`src/rtl/trace_pkg.sv`:
```
// Shared types for the commit tracer: the trace record layout and record-kind encodings.
package trace_pkg;

    localparam logic KIND_GRF = 1'b0;
    localparam logic KIND_MEM = 1'b1;

    typedef struct packed {
        logic        kind;
        logic [31:0] pc;
        logic [31:0] addr;
        logic [31:0] data;
        logic [3:0]  byteen;
    } trace_rec_t;

    // Zero every data byte whose byte-enable bit is clear.
    function automatic logic [31:0] mask_bytes(input logic [31:0] data, input logic [3:0] byteen);
        logic [31:0] res;
        for (int i = 0; i < 4; i++) begin
            res[i*8 +: 8] = byteen[i] ? data[i*8 +: 8] : 8'h00;
        end
        return res;
    endfunction

endpackage

```
`src/rtl/trace_fifo.sv`:
```
// Two-write / one-read FIFO of trace records. Writes are in slot order: slot 1 is only used
// alongside slot 0. The caller guarantees that no write overruns the FIFO.
module trace_fifo
    import trace_pkg::*;
#(
    parameter int DEPTH = 8,
    localparam int AW = $clog2(DEPTH)
) (
    input  logic        clk,
    input  logic        reset,
    input  logic [1:0]  wr_vld_i,
    input  trace_rec_t  wr_rec0_i,
    input  trace_rec_t  wr_rec1_i,
    input  logic        pop_i,
    output logic [AW:0] count_o,
    output trace_rec_t  head_o
);

    trace_rec_t    mem_q [DEPTH];
    logic [AW-1:0] wptr_q, wptr_d, rptr_q, rptr_d;
    logic [AW:0]   count_q, count_d;
    logic [AW:0]   wr_cnt;

    always_comb begin
        wr_cnt  = (AW+1)'(wr_vld_i[0]) + (AW+1)'(wr_vld_i[1]);
        wptr_d  = wptr_q + AW'(wr_cnt);
        rptr_d  = rptr_q + AW'(pop_i);
        count_d = count_q + wr_cnt - (AW+1)'(pop_i);
    end

    // NOTE: every register is assigned with <= so all updates see the pre-edge values.
    always_ff @(posedge clk) begin
        if (!reset) begin
            wptr_q  <= '0;
            rptr_q  <= '0;
            count_q <= '0;
        end else begin
            wptr_q  <= wptr_d;
            rptr_q  <= rptr_d;
            count_q <= count_d;
        end
    end

    // NOTE: the storage array has no reset; stale entries are invisible while count is zero.
    always_ff @(posedge clk) begin
        if (wr_vld_i[0]) mem_q[wptr_q] <= wr_rec0_i;
        if (wr_vld_i[1]) mem_q[wptr_q + AW'(1)] <= wr_rec1_i;
    end

    assign count_o = count_q;
    assign head_o  = mem_q[rptr_q];

endmodule

```
`src/rtl/commit_tracer.sv`:
```
// Commit-trace recorder: turns GRF write-back and store events into ordered trace records.
// Optional build macro TRACE_DROP_R0_EN suppresses GRF writes to register $0.
module commit_tracer
    import trace_pkg::*;
#(
    parameter int DEPTH = 8,
    parameter int CNT_W = 16
) (
    input  logic             clk,
    input  logic             reset,
    input  logic             w_grf_we,
    input  logic [4:0]       w_grf_addr,
    input  logic [31:0]      w_grf_wdata,
    input  logic [31:0]      w_inst_addr,
    input  logic [31:0]      m_data_addr,
    input  logic [31:0]      m_data_wdata,
    input  logic [3:0]       m_data_byteen,
    input  logic [31:0]      m_inst_addr,
    output logic             rec_valid,
    input  logic             rec_ready,
    output logic             rec_kind,
    output logic [31:0]      rec_pc,
    output logic [31:0]      rec_addr,
    output logic [31:0]      rec_data,
    output logic [3:0]       rec_byteen,
    output logic             overflow,
    output logic [CNT_W-1:0] drop_cnt
);

    localparam int AW = $clog2(DEPTH);
    localparam int FW = AW + 2;

    logic             grf_ev, mem_ev, grf_acc, mem_acc, pop;
    trace_rec_t       grf_rec, mem_rec, wr_rec0, head, head_vis;
    logic [1:0]       wr_vld, n_drop;
    logic [AW:0]      count;
    logic [FW-1:0]    free, need_mem;
    logic [CNT_W:0]   drop_sum;
    logic             overflow_q, overflow_d;
    logic [CNT_W-1:0] drop_cnt_q, drop_cnt_d;

`ifdef TRACE_DROP_R0_EN
    assign grf_ev = w_grf_we && (w_grf_addr != 5'd0);
`else
    assign grf_ev = w_grf_we;
`endif
    assign mem_ev = |m_data_byteen;

    assign grf_rec = '{kind: KIND_GRF, pc: w_inst_addr, addr: {27'd0, w_grf_addr},
                       data: w_grf_wdata, byteen: 4'hF};
    assign mem_rec = '{kind: KIND_MEM, pc: m_inst_addr, addr: m_data_addr & 32'hFFFF_FFFC,
                       data: mask_bytes(m_data_wdata, m_data_byteen), byteen: m_data_byteen};

    assign rec_valid = (count != '0);
    assign pop       = rec_valid && rec_ready;

    // A same-cycle pop frees a slot; the older GRF event claims space before MEM.
    // NOTE: every always_comb output gets a value on every path, so no latch is inferred.
    always_comb begin
        free     = FW'(DEPTH) - FW'(count) + FW'(pop);
        need_mem = grf_ev ? FW'(2) : FW'(1);
        grf_acc  = grf_ev && (free >= FW'(1));
        mem_acc  = mem_ev && (free >= need_mem);
        wr_vld   = {grf_acc && mem_acc, grf_acc || mem_acc};
        wr_rec0  = grf_acc ? grf_rec : mem_rec;
        n_drop   = 2'(grf_ev && !grf_acc) + 2'(mem_ev && !mem_acc);
        drop_sum = {1'b0, drop_cnt_q} + (CNT_W+1)'(n_drop);
        drop_cnt_d = drop_sum[CNT_W] ? '1 : drop_sum[CNT_W-1:0];
        overflow_d = overflow_q || (n_drop != 2'd0);
    end

    always_ff @(posedge clk) begin
        if (!reset) begin
            overflow_q <= 1'b0;
            drop_cnt_q <= '0;
        end else begin
            overflow_q <= overflow_d;
            drop_cnt_q <= drop_cnt_d;
        end
    end

    trace_fifo #(.DEPTH(DEPTH)) u_fifo (
        .clk       (clk),
        .reset     (reset),
        .wr_vld_i  (wr_vld),
        .wr_rec0_i (wr_rec0),
        .wr_rec1_i (mem_rec),
        .pop_i     (pop),
        .count_o   (count),
        .head_o    (head)
    );

    assign head_vis   = rec_valid ? head : '0;
    assign rec_kind   = head_vis.kind;
    assign rec_pc     = head_vis.pc;
    assign rec_addr   = head_vis.addr;
    assign rec_data   = head_vis.data;
    assign rec_byteen = head_vis.byteen;
    assign overflow   = overflow_q;
    assign drop_cnt   = drop_cnt_q;

endmodule

```
`config.mk`:
```
export PLATFORM = sky130hd
export DESIGN_NAME = commit_tracer
export DESIGN_NICKNAME = d
export VERILOG_FILES = /design/src/rtl/trace_pkg.sv /design/src/rtl/trace_fifo.sv /design/src/rtl/commit_tracer.sv
export SDC_FILE = /design/constraint.sdc
export NUM_CORES = 1
export LEC_CHECK = 0
export CAP_MARGIN = 20
export CELL_PAD_IN_SITES_DETAIL_PLACEMENT = 1
export CELL_PAD_IN_SITES_GLOBAL_PLACEMENT = 1
export CORE_ASPECT_RATIO = 1.75
export CORE_MARGIN = 2
export CORE_UTILIZATION = 44
export DETAILED_ROUTE_END_ITERATION = 8
export HOLD_SLACK_MARGIN = 0.03
export PLACE_DENSITY = 0.75
export SLEW_MARGIN = 10
export SYNTH_ARGS = -nofsm -noshare
export SYNTH_HDL_FRONTEND = slang
export SYNTH_SLANG_ARGS = --single-unit
```
`constraint.sdc`:
```
create_clock -name clk -period 5.6 [get_ports clk]
set_input_delay 0.56 -clock clk [delete_from_list [all_inputs] [get_ports clk]]
set_output_delay 0.56 -clock clk [all_outputs]
set_load 0.02 [all_outputs]
```
==> results.md <==
- Detailed-routing iteration count for the pre-antenna-repair pass: 5
- Unrepaired setup endpoints after global routing: false
- Area delta synth->final: 12.46%
- Peak fanout along the critical path: 62
- Yosys top cell by area: sky130_fd_sc_hd__edfxtp_1
- Standard-cell row count: 161
- Most common cell after layout, fill and taps aside: sky130_fd_sc_hd__edfxtp_1
- Clock tree sinks: 835
- Routability Congestion: 0.7915
- Unique masters post-synth: 63
- Final clock skew: 25.97 ps
- Static power due to leakage: 17.04 nW
- Largest net degree at the start of global routing: 228
- Hold Fails Final Rpt: 0
- Actual slew at the worst max-slew pin: 1524 ps
- Total number of H-tree levels: 3
- Starting Density: 44.35%
- Maximum VDD drop: 0.0004288 V
- Number of cells traversed by the worst register-to-register path: 18
- Crit path launch type: register
- Arrival time at the worst endpoint: 5610 ps
- Syn avg cell area: 11.16 um^2
- Skew-Pair Late Insertion Delay: 710 ps
- Floorplan die area: 0.1136 mm^2
- Crit path time final: 5105 ps
- Share of the yosys chip area belonging to registers: 50.36%
- # nets final: 4425
- Fraction of registers with async set/reset: 0%
- Most frequent cells in the layout: sky130_fd_sc_hd__edfxtp_1, sky130_fd_sc_hd__o211ai_1, sky130_fd_sc_hd__nand2_1
- Share of cells above drive strength 1: 11.70%
- Maximum operating frequency: 195.9 MHz
- Worst relative slew slack: -1.616%
- Status: finished with violations
- Starting DRT DRC Count: 4437
- DIE WIDTH: 255.7 um
- Number of maximum-capacitance constraint violations: 0
- Total vias in the final route: 39850
- Clock tree from TritonCTS: built
- Post-Synthesis Cells: 4371
- Non-Filler Instances: 5769
- Vias in the first global route: 41980
- Violations in the final reports: slew limit
- Total DRC errors in the routed layout: 0
- # placed instances: 5608
- Synth warn: 0
- Share of the clock period used by the worst path after layout: 91.16%
- Count of buffers inserted at the top-level ports: 289
- Startpoint of the worst hold path: overflow
- Vias per Instance: 6.908
- Capturing point of the worst reg2reg path: u_fifo.mem_q[5][87]
- Root cell of the clock tree: sky130_fd_sc_hd__clkbuf_16
- TritonCTS Buffers: 83
- Clock tree buffer depth: 3
- Total Routed Length: 181600 um
- Boundary pin count: 292
- FF+latch count, synth: 835
- Hold depth: 2
- Total GRT Usage: 31.59%
- Critical Path RT: 6100 ps
- Post-CTS Resized: 0
- Total half-perimeter wirelength after legalization and detailed placement: 103100 um
- ANT nets after route: 0
- Routed length per instance: 31.48 um
- CP Capture Type: register
- Path type of the worst setup path: register to register
- Portion of synthesized cell area occupied by the leading cell type: 48.27%
- Ranking of synthesized cells by area: sky130_fd_sc_hd__edfxtp_1, sky130_fd_sc_hd__o211ai_1, sky130_fd_sc_hd__mux4_2
- Number of antenna violations at the first check in global routing: 20
- Die Y: 444.4 um
- Post-Place Setup Slack: 434.9 ps
- Most instantiated flip-flop cell in the synthesis netlist: sky130_fd_sc_hd__edfxtp_1
- Type of the tightest min-delay check: register to register
- Setup Buffers After CTS: 0
- Post-layout worst setup margin: 494.8 ps
- Global-route wire length before repair: 272700 um
- Cell area after synthesis: 0.04877 mm^2
- Placeable Area: 0.1100 mm^2
- Max-slew violation count: 77
- Worst-case hold path end point: overflow
- Setup TNS Final: 0 ps
- PD cells: 542.0 mW/mm^2
- R2R Path Start: u_fifo.count_o[2]
- Net count after synthesis: 4568
- Post-synth EDFFs: 784
- Count of final setup violators: 0
- Clock-pin slew on the worst setup and hold paths: 60 ps
- Reg-to-reg slack, setup: 490 ps
- Global-route congestion overflow total: 0
- Hold-fix buffer count after cts: 0
[critical path, stage by stage, from the launching register on]
cell and delay [ps]:
sky130_fd_sc_hd__dfxtp_1 330, sky130_fd_sc_hd__inv_1 110, sky130_fd_sc_hd__ha_1 160, sky130_fd_sc_hd__and3_4 190, sky130_fd_sc_hd__inv_1 50, sky130_fd_sc_hd__nand2_1 90, sky130_fd_sc_hd__ha_1 210, sky130_fd_sc_hd__inv_1 60
sky130_fd_sc_hd__ha_1 340, sky130_fd_sc_hd__nand2b_1 230, sky130_fd_sc_hd__o21ai_4 130, sky130_fd_sc_hd__nor2_4 290, sky130_fd_sc_hd__inv_1 80, sky130_fd_sc_hd__ha_1 290, sky130_fd_sc_hd__nor2_1 320, sky130_fd_sc_hd__and3_4 700
sky130_fd_sc_hd__buf_4 840, sky130_fd_sc_hd__o211ai_1 230, sky130_fd_sc_hd__o211ai_1 160
[cell usage after synthesis (all sizes together) (57+ instances only)]
cell type and number:
a21boi 216, clkbuf 339, nor2 113, nand2 603, inv 57, mux4 202, nand4 302, mux2i 101
edfxtp 784, o211ai 775, nand3 300, buf 303
[sequential cells by signal, indices dropped and copies added, names as in the netlist]
signal and flops:
u_fifo.count_o 4, u_fifo.wptr_q 3, overflow 1, u_fifo.mem_q 808, drop_cnt 16, u_fifo.rptr_q 3
[metal layers]
metal | part of all wire, % | GRT usage (%) | wire, um | up-vias
met5 | 0.074 | 0 | 134 | -
met4 | 5.0 | 17.09 | 9095 | 20
met3 | 7.7 | 4.558 | 14010 | 477
met2 | 51 | 54.27 | 92050 | 2068
met1 | 37 | 38.30 | 66330 | 20610
li1 | - | - | - | 16680
[how the worst max path moves through the flow]
stage	slack, ps	depth (start not counted)	to	from
final	490	18	u_fifo.mem_q[5][87]	u_fifo.count_o[2]
after global placement	650	8	u_fifo.mem_q[4][22]	m_data_byteen[2]
after floorplan	340	19	u_fifo.mem_q[6][0]	u_fifo.count_o[2]
after global routing	220	18	u_fifo.mem_q[5][88]	u_fifo.count_o[2]
after CTS	580	18	u_fifo.mem_q[5][87]	u_fifo.count_o[2]
after detailed placement	430	15	u_fifo.mem_q[5][87]	rec_ready
[power breakdown]
part	leakage, nW	switching [W]	internal (W)
logic	7.68	0.00893	0.00460
registers	8.08	0.000687	0.00976
clock network	1.28	0.00259	0.00316
total	17.0	0.0122	0.0175
[layout make-up]
class	instances	area (um^2)
fill	11540	55140
sequential	835	24570
multi-input combinational	2837	21230
timing repair buffer	414	4314
clock buffer	102	2191
tap	1467	1836
clock inverter	47	461.7
inverter	57	214.0
antenna	10	25.02
[logic make-up after synthesis]
kind of cell               share of synthesized area [%]
buffers and inverters                              6.611
DFF                                                50.36
AOI/OAI and AO/OA                                  16.46
muxes                                              11.40
and+or+nand+nor                                    14.18
xor gates and xnor gates                          0.3284
adders and majority gates                         0.6618
[metrics by stage]
step                      total power (W)  util (%)  hold WS [ps]  cell area (um^2)
after floorplan                   0.01843         -         435.7             48790
after global placement            0.02358     47.38         443.5             52110
after detailed placement          0.02398     47.39         453.2             52130
after CTS                         0.02970     49.80         463.9             54780
after global routing              0.03080     49.86         500.7             54840
final                             0.02973     49.87         459.0             54850
(Power assumes the default switching activity.)
